$ cat src/rtl/alu_seq_muldiv_pkg.sv
// Shared constants for the sequential multiply/divide controller:
// external ALU opcodes, FSM state encoding and request op encoding.
package alu_seq_pkg;

  localparam logic [2:0] OP_AND = 3'b000;
  localparam logic [2:0] OP_OR  = 3'b001;
  localparam logic [2:0] OP_ADD = 3'b010;
  localparam logic [2:0] OP_SLT = 3'b011;

  typedef enum logic [1:0] {
    IDLE = 2'd0,
    STEP = 2'd1,
    DONE = 2'd2
  } state_t;

  typedef enum logic {
    MUL = 1'b0,
    DIV = 1'b1
  } op_sel_t;

endpackage

$ cat src/rtl/alu_seq_muldiv.sv
// Multi-cycle shift-add multiplier / restoring divider that borrows an external N-bit ALU.
// Define ALU_SEQ_DIV_EN to enable the divide datapath; otherwise every request is a multiply.
module alu_seq_muldiv
  import alu_seq_pkg::*;
#(
  parameter int N = 8
) (
  input  logic         clk_i,
  input  logic         rst_i,
  input  logic         start_i,
  input  logic         op_i,
  input  logic [N-1:0] a_i,
  input  logic [N-1:0] b_i,
  output logic         busy_o,
  output logic         done_o,
  output logic [N-1:0] res_hi_o,
  output logic [N-1:0] res_lo_o,
  output logic         div0_o,
  output logic [N-1:0] alu_a_o,
  output logic [N-1:0] alu_b_o,
  output logic [2:0]   alu_op_o,
  output logic         alu_inv_o,
  output logic         alu_c_o,
  input  logic [N-1:0] alu_res_i,
  input  logic         alu_cout_i
);

  localparam int CNT_W = $clog2(N) + 1;

  state_t           state, state_nxt;
  logic [CNT_W-1:0] cnt;
  logic [N-1:0]     hi, lo, m;
  logic [N-1:0]     hi_nxt, lo_nxt;
  logic             last_step;

`ifdef ALU_SEQ_DIV_EN
  op_sel_t          op_q;
  logic             div0_q;
  logic [N-1:0]     t;
  logic             ok;
`else
  logic             unused_op;
  assign unused_op = op_i;
`endif

  assign last_step = (cnt == CNT_W'(N - 1));
  assign busy_o    = (state != IDLE);
  assign done_o    = (state == DONE);

  always_ff @(posedge clk_i) begin
    if (rst_i) state <= IDLE;
    else       state <= state_nxt;
  end

  // One ALU add/subtract per STEP cycle; the ALU result feeds the next register values.
  always_comb begin
    state_nxt = state;
    alu_a_o   = '0;
    alu_b_o   = '0;
    alu_op_o  = OP_ADD;
    alu_inv_o = 1'b0;
    alu_c_o   = 1'b0;
    hi_nxt    = hi;
    lo_nxt    = lo;
`ifdef ALU_SEQ_DIV_EN
    t         = '0;
    ok        = 1'b0;
`endif
    case (state)
      IDLE: if (start_i) state_nxt = STEP;
      STEP: begin
        if (last_step) state_nxt = DONE;
        alu_a_o = hi;
        alu_b_o = m;
        if (lo[0]) {hi_nxt, lo_nxt} = {alu_cout_i, alu_res_i, lo[N-1:1]};
        else       {hi_nxt, lo_nxt} = {1'b0, hi, lo[N-1:1]};
`ifdef ALU_SEQ_DIV_EN
        // Restoring divide: trial subtract of the divisor from the shifted remainder.
        if (op_q == DIV) begin
          t         = {hi[N-2:0], lo[N-1]};
          alu_a_o   = t;
          alu_inv_o = 1'b1;
          alu_c_o   = 1'b1;
          ok        = hi[N-1] | alu_cout_i;
          if (ok) begin
            hi_nxt = alu_res_i;
            lo_nxt = {lo[N-2:0], 1'b1};
          end else begin
            hi_nxt = t;
            lo_nxt = {lo[N-2:0], 1'b0};
          end
        end
`endif
      end
      DONE:    state_nxt = IDLE;
      default: state_nxt = IDLE;
    endcase
  end

  // Results are copied out on the final step so they stay stable until the next completion.
  always_ff @(posedge clk_i) begin
    if (rst_i) begin
      cnt      <= '0;
      hi       <= '0;
      lo       <= '0;
      m        <= '0;
      res_hi_o <= '0;
      res_lo_o <= '0;
`ifdef ALU_SEQ_DIV_EN
      op_q     <= MUL;
      div0_q   <= 1'b0;
`endif
    end else begin
      if (state == IDLE && start_i) begin
        cnt <= '0;
        hi  <= '0;
        lo  <= a_i;
        m   <= b_i;
`ifdef ALU_SEQ_DIV_EN
        op_q   <= op_sel_t'(op_i);
        div0_q <= (op_sel_t'(op_i) == DIV) && (b_i == '0);
`endif
      end else if (state == STEP) begin
        cnt <= cnt + 1'b1;
        hi  <= hi_nxt;
        lo  <= lo_nxt;
        if (last_step) begin
          res_hi_o <= hi_nxt;
          res_lo_o <= lo_nxt;
        end
      end
    end
  end

`ifdef ALU_SEQ_DIV_EN
  always_ff @(posedge clk_i) begin
    if (rst_i)                            div0_o <= 1'b0;
    else if (state == STEP && last_step)  div0_o <= div0_q;
  end
`else
  assign div0_o = 1'b0;
`endif

endmodule

$ cat config.mk
export PLATFORM = sky130hd
export DESIGN_NAME = alu_seq_muldiv
export DESIGN_NICKNAME = d
export VERILOG_FILES = /design/src/rtl/alu_seq_muldiv_pkg.sv /design/src/rtl/alu_seq_muldiv.sv
export SDC_FILE = /design/constraint.sdc
export NUM_CORES = 1
export LEC_CHECK = 0
export ABC_AREA = 1
export BUFFER_PORTS_ARGS = -buffer_cell sky130_fd_sc_hd__buf_2
export CAP_MARGIN = 15
export CORE_MARGIN = 2
export CORE_UTILIZATION = 50
export DETAILED_ROUTE_END_ITERATION = 8
export PLACE_DENSITY_LB_ADDON = 0.1
export SKIP_CTS_REPAIR_TIMING = 1
export SYNTH_ARGS = -nofsm -noshare
export SYNTH_HDL_FRONTEND = slang
export SYNTH_SLANG_ARGS = --single-unit
$ cat constraint.sdc
create_clock -name clk_i -period 1.52 [get_ports clk_i]
set_clock_uncertainty 0.05 [all_clocks]
set_input_delay 0.152 -clock clk_i [delete_from_list [all_inputs] [get_ports clk_i]]
set_output_delay 0.152 -clock clk_i [all_outputs]
set_load 0.1 [all_outputs]
# ---- After elaboration in Yosys (flattened, before gate mapping)
# Index checks and enable logic that the tools add are counted.
dict set report totals {
  register_bits 46
  elab_cells 30
  in_bits 29
  output_inout_bits 40
}
dict set report op_classes {
  add_sub_neg 1
  bitwise_logic 1
  n_eq_ne 5
  n_reduce_logical 7
  mux 9
}
# op count
set op_table {}
lappend op_table {{$mux W8} 6}
lappend op_table {{$add A4 B1 Y4 const B} 1}
lappend op_table {{$eq A4 B3 Y1 const B} 1}
lappend op_table {{$mux W2} 2}
lappend op_table {{$ne A2 B2 Y1 const B} 2}
lappend op_table {{$pmux W2 S2} 1}
lappend op_table {{$reduce_bool A2 Y1} 2}
lappend op_table {{$reduce_and A3 Y1} 1}
lappend op_table {{$eq A2 B1 Y1 const B} 1}
lappend op_table {{$eq A2 B2 Y1 const B} 1}
lappend op_table {{$logic_not A2 Y1} 1}
lappend op_table {{$reduce_and A2 Y1} 1}
lappend op_table {{$reduce_or A2 Y1} 1}
lappend op_table {{$logic_and A1 B1 Y1} 1}
lappend op_table {{$not A1 Y1} 1}

# ---- Depth between registers and ports, before layout
dict set report depth {
  depth_word 4
  mapped_depth 7
  mapped_depth_nobuf 7
}

# ---- Worst setup path after synthesis
# No wires, ideal clock.
dict set report synth_timing {
  path_kind {reg-to-output}
  from {reg state[0]}
  to {out alu_a_o[1]}
  required_time_ns 1.318
  t_arrival_ns 2.149
  path_stages_with_launch 5
  path_slack_ns -0.831
  path_buffers 2
  cell_sequence {dfxtp_1 nand2_2 buf_2 buf_2 nor2_1}
}
dict set report synth_between {
  elab_chain_len 2
}
# item line_no
set synth_rtl {}
lappend synth_rtl {{start: declaration} alu_seq_muldiv.sv:30} ;# state_t state, state_nxt;
lappend synth_rtl {{start signal: assignment} alu_seq_muldiv.sv:52} ;# else state <= state_nxt;
lappend synth_rtl {{$eq A2 B1 Y1} alu_seq_muldiv.sv:69} ;# case (state)
lappend synth_rtl {{$mux W8} alu_seq_muldiv.sv:69}
lappend synth_rtl {{end: declaration} alu_seq_muldiv.sv:19} ;# output logic [N-1:0] alu_a_o,
# Every way passes these cells.

# ---- Final worst setup path
dict set report layout_timing {
  from {reg state[1]}
  to {out alu_b_o[7]}
}
dict set report layout_between {
  elab_chain_len 2
}
# item line_no
set layout_rtl {}
lappend layout_rtl {{$eq A2 B1 Y1} alu_seq_muldiv.sv:69}
lappend layout_rtl {{$mux W8} alu_seq_muldiv.sv:69}
lappend layout_rtl {{end: declaration} alu_seq_muldiv.sv:20} ;# output logic [N-1:0] alu_b_o,
# Every way passes these cells.

==> results.yml <==
status:
  run_status: "finished, final reports clean"
worst_setup_path:
  r2r_setup_slack_ps: 130
  cp.required_ps: 1320
  path_class: "reg2out"
  r2r_cells: 7
  worstSetupStartpoint: "state[1]$_SDFFE_PP0P_"
  crit_slowest_cell: "dfxtp_4"
  worst-path-max-fanout: 7
  critPathArrivalTime_ps: 1310
  crit_path_start_kind: "register"
  slowest_delay_ps: 370
  timing.rr.end: "res_hi_o[4]$_SDFFE_PP0P_"
  reg2reg_from: "cnt[0]$_SDFFE_PP0P_"
  path_cells: "inv_4, nand2_8, clkbuf_16, nor2_4, buf_12"
  end_kind: "output pin"
  endpoint: "alu_b_o[7]"
drt:
  routedWlPerCell_um: 11.2
  vias: 2114
  ant_nets: 0
  via_per_inst: 4.73
  initialDrtViolationCount: 116
  first_pass_iters: 4
  drc: 0
  drt_wl_total_mm: 4.99
clock_network:
  cts_buffer_depth: 2
  clock_latency_ps: 300
  cts_sinks: 46
  clkTransAtPathRegs_ps: 90
  cts_tree: "done"
  cts_root_buf: "clkbuf_8"
  cts.htree.levels: 2
  numCtsBuffers: 5
finish:
  drive_gt1_share_pct: 30.5
  n_fill_cell: 319
  syn2layout_area_growth_pct: 43.3
  utilization_pct: 75.7
  nNetsFinal: 426
  diodes: 0
timing:
  final.setup.tns_ps: 0
  setup_viol: 0
  hold_viol_final: 0
  finalCritPeriodShare_pct: 99.5
  fmax_mhz: 662
  slew_violations: 0
  layout_min_cycle_time_ps: 1510
  rsz0062_at_grt: "true"
floorplanning:
  die_w_um: 69.7
  rows: 23
  start_util_pct: 52.8
  die_h_um: 69.7
  dieArea_sq_mm: 0.00486
  ios: 69
  design.core.area_sq_mm: 0.00409
logic_synthesis:
  syn_area_sq_mm: 0.00216
  synth.avg_cell_area_sq_um: 6.60
  synth_cells: 327
  synth-seq-cells: 46
  ys_warn_count: 0
  synth_top_area_share_pct: 42.7
  ys_seq_area_share_pct: 42.7
  synth.distinct_cells: 21
  ys_top_cells_by_area: "dfxtp_1 (43%), nand2_1 (15%), nor2_1 (13%)"
  yosys.area.top_type: "dfxtp_1"
global_route:
  grt_pass1_vias: 1963
  overflow: 0
  grt_max_degree: 30
  grt_pass1_wl_mm: 8.21
  grt_util_all_layers_pct: 20.4
  antenna_found_initial: 0
power:
  ir_drop_mv: 0.694
  power_density_mw_per_mm2: 846
  leakage_nw: 1.46
  p_total_mw: 2.61
worst_hold_path:
  hold_path.startpoint: "b_i[6]"
  hp-class: "in2reg"
placed_design:
  io_buffer_count: 61
  hpwl_mm: 3.49
  gp_congestion: 0.781
job:
  cap_violations: 0
cells by family (layout without fill, tap and decap cells):
kind of cell             Yosys count  in the layout  share of synthesized area, %
AND/OR/NAND/NOR                  194            194                          37.9
buffers and inverters             54            120                          11.3
flip-flops                        46             46                          42.7
AO/OA/AOI/OAI                     29             29                          6.73
other                              2              6                         0.348
adder cells (fa/ha/maj)            1              1                         0.580
XOR/XNOR                           1              1                         0.406
area by class of cell:
type	count	area (sq um)	share of cell area, %
clock inverter	2	12.5	0.405
sequential	46	928	30.0
inverter	35	134	4.33
clock buffer	6	82.6	2.67
timing repair buffer	77	726	23.5
multi-input combinational	231	1150	37.1
tap	50	62.6	2.02
cell usage in the layout (no fill, tap or decap), drive strengths merged, types with 6 or more instances in the layout:
cell,Yosys,final
nand2,86,86
o21ai,18,18
clkbuf,5,8
dfxtp,46,46
nand3,23,23
or2,7,7
inv,35,35
a21oi,11,11
nor2,77,77
buf,14,75
conb,2,6
state kept, by name (all words and copies together) (netlist names):
| register | flops |
|---|---|
| m | 8 |
| res_hi_o | 8 |
| res_lo_o | 8 |
| state | 2 |
| cnt | 4 |
| lo | 8 |
| hi | 8 |
worst max-delay path: cells and delay by family, from the launching register on:
family	cells	cell delay [ps]
buffers and inverters	3	450
DFF	1	370
and+or+nand+nor	2	180
routing by layer:
layer / up-vias / global-route usage [%] / wire (um)
met5: - / 0 / 0
met4: 0 / 5.98 / 65
met3: 6 / 4.07 / 225
met2: 51 / 36.8 / 2480
met1: 936 / 24.6 / 2210
li1: 1121 / - / -
synthesized netlist by cell type:
cell type	count
nand2_1	84
nor2_1	73
dfxtp_1	46
inv_1	33
nand3_1	23
o21ai_0	17
a21oi_1	11
buf_4	7
or2_2	7
buf_2	6
clkbuf_1	5
nor2_4	4
conb_1	2
inv_2	2
buf_6	1
ha_1	1
nand2_2	1
nand2_4	1
nand3b_1	1
o21ai_1	1
xor2_1	1
per-stage QoR:
stage / worst slack [ps] / hold slack [ps] / cell area, sq um / instances
after global placement: 142 / 348 / 2820 / 431
after detailed placement: 83.7 / 356 / 2820 / 431
after global routing: -38.5 / 63.2 / 3090 / 447
after CTS: -85.0 / 46.3 / 2920 / 439
after floorplan: -273 / 267 / 2260 / 331
final: 8.34 / 49.6 / 3090 / 447
worst min-delay path by stage:
stage                              to  slack, ps  cells after the start
global placement    m[6]$_SDFFE_PP0P_        350                      3
detailed placement  m[6]$_SDFFE_PP0P_        360                      3
floorplan           m[0]$_SDFFE_PP0P_        270                      2
finish              m[6]$_SDFFE_PP0P_         50                      3
global route        m[5]$_SDFFE_PP0P_         60                      3
CTS                 m[6]$_SDFFE_PP0P_         50                      3
report_power, final:
group          switching (mW)  internal (mW)  leakage (nW)
Combinational           0.375          0.192          1.04
Clock                   0.408          0.366        0.0472
Sequential             0.0310           1.24         0.376
(Power assumes the default switching activity.)
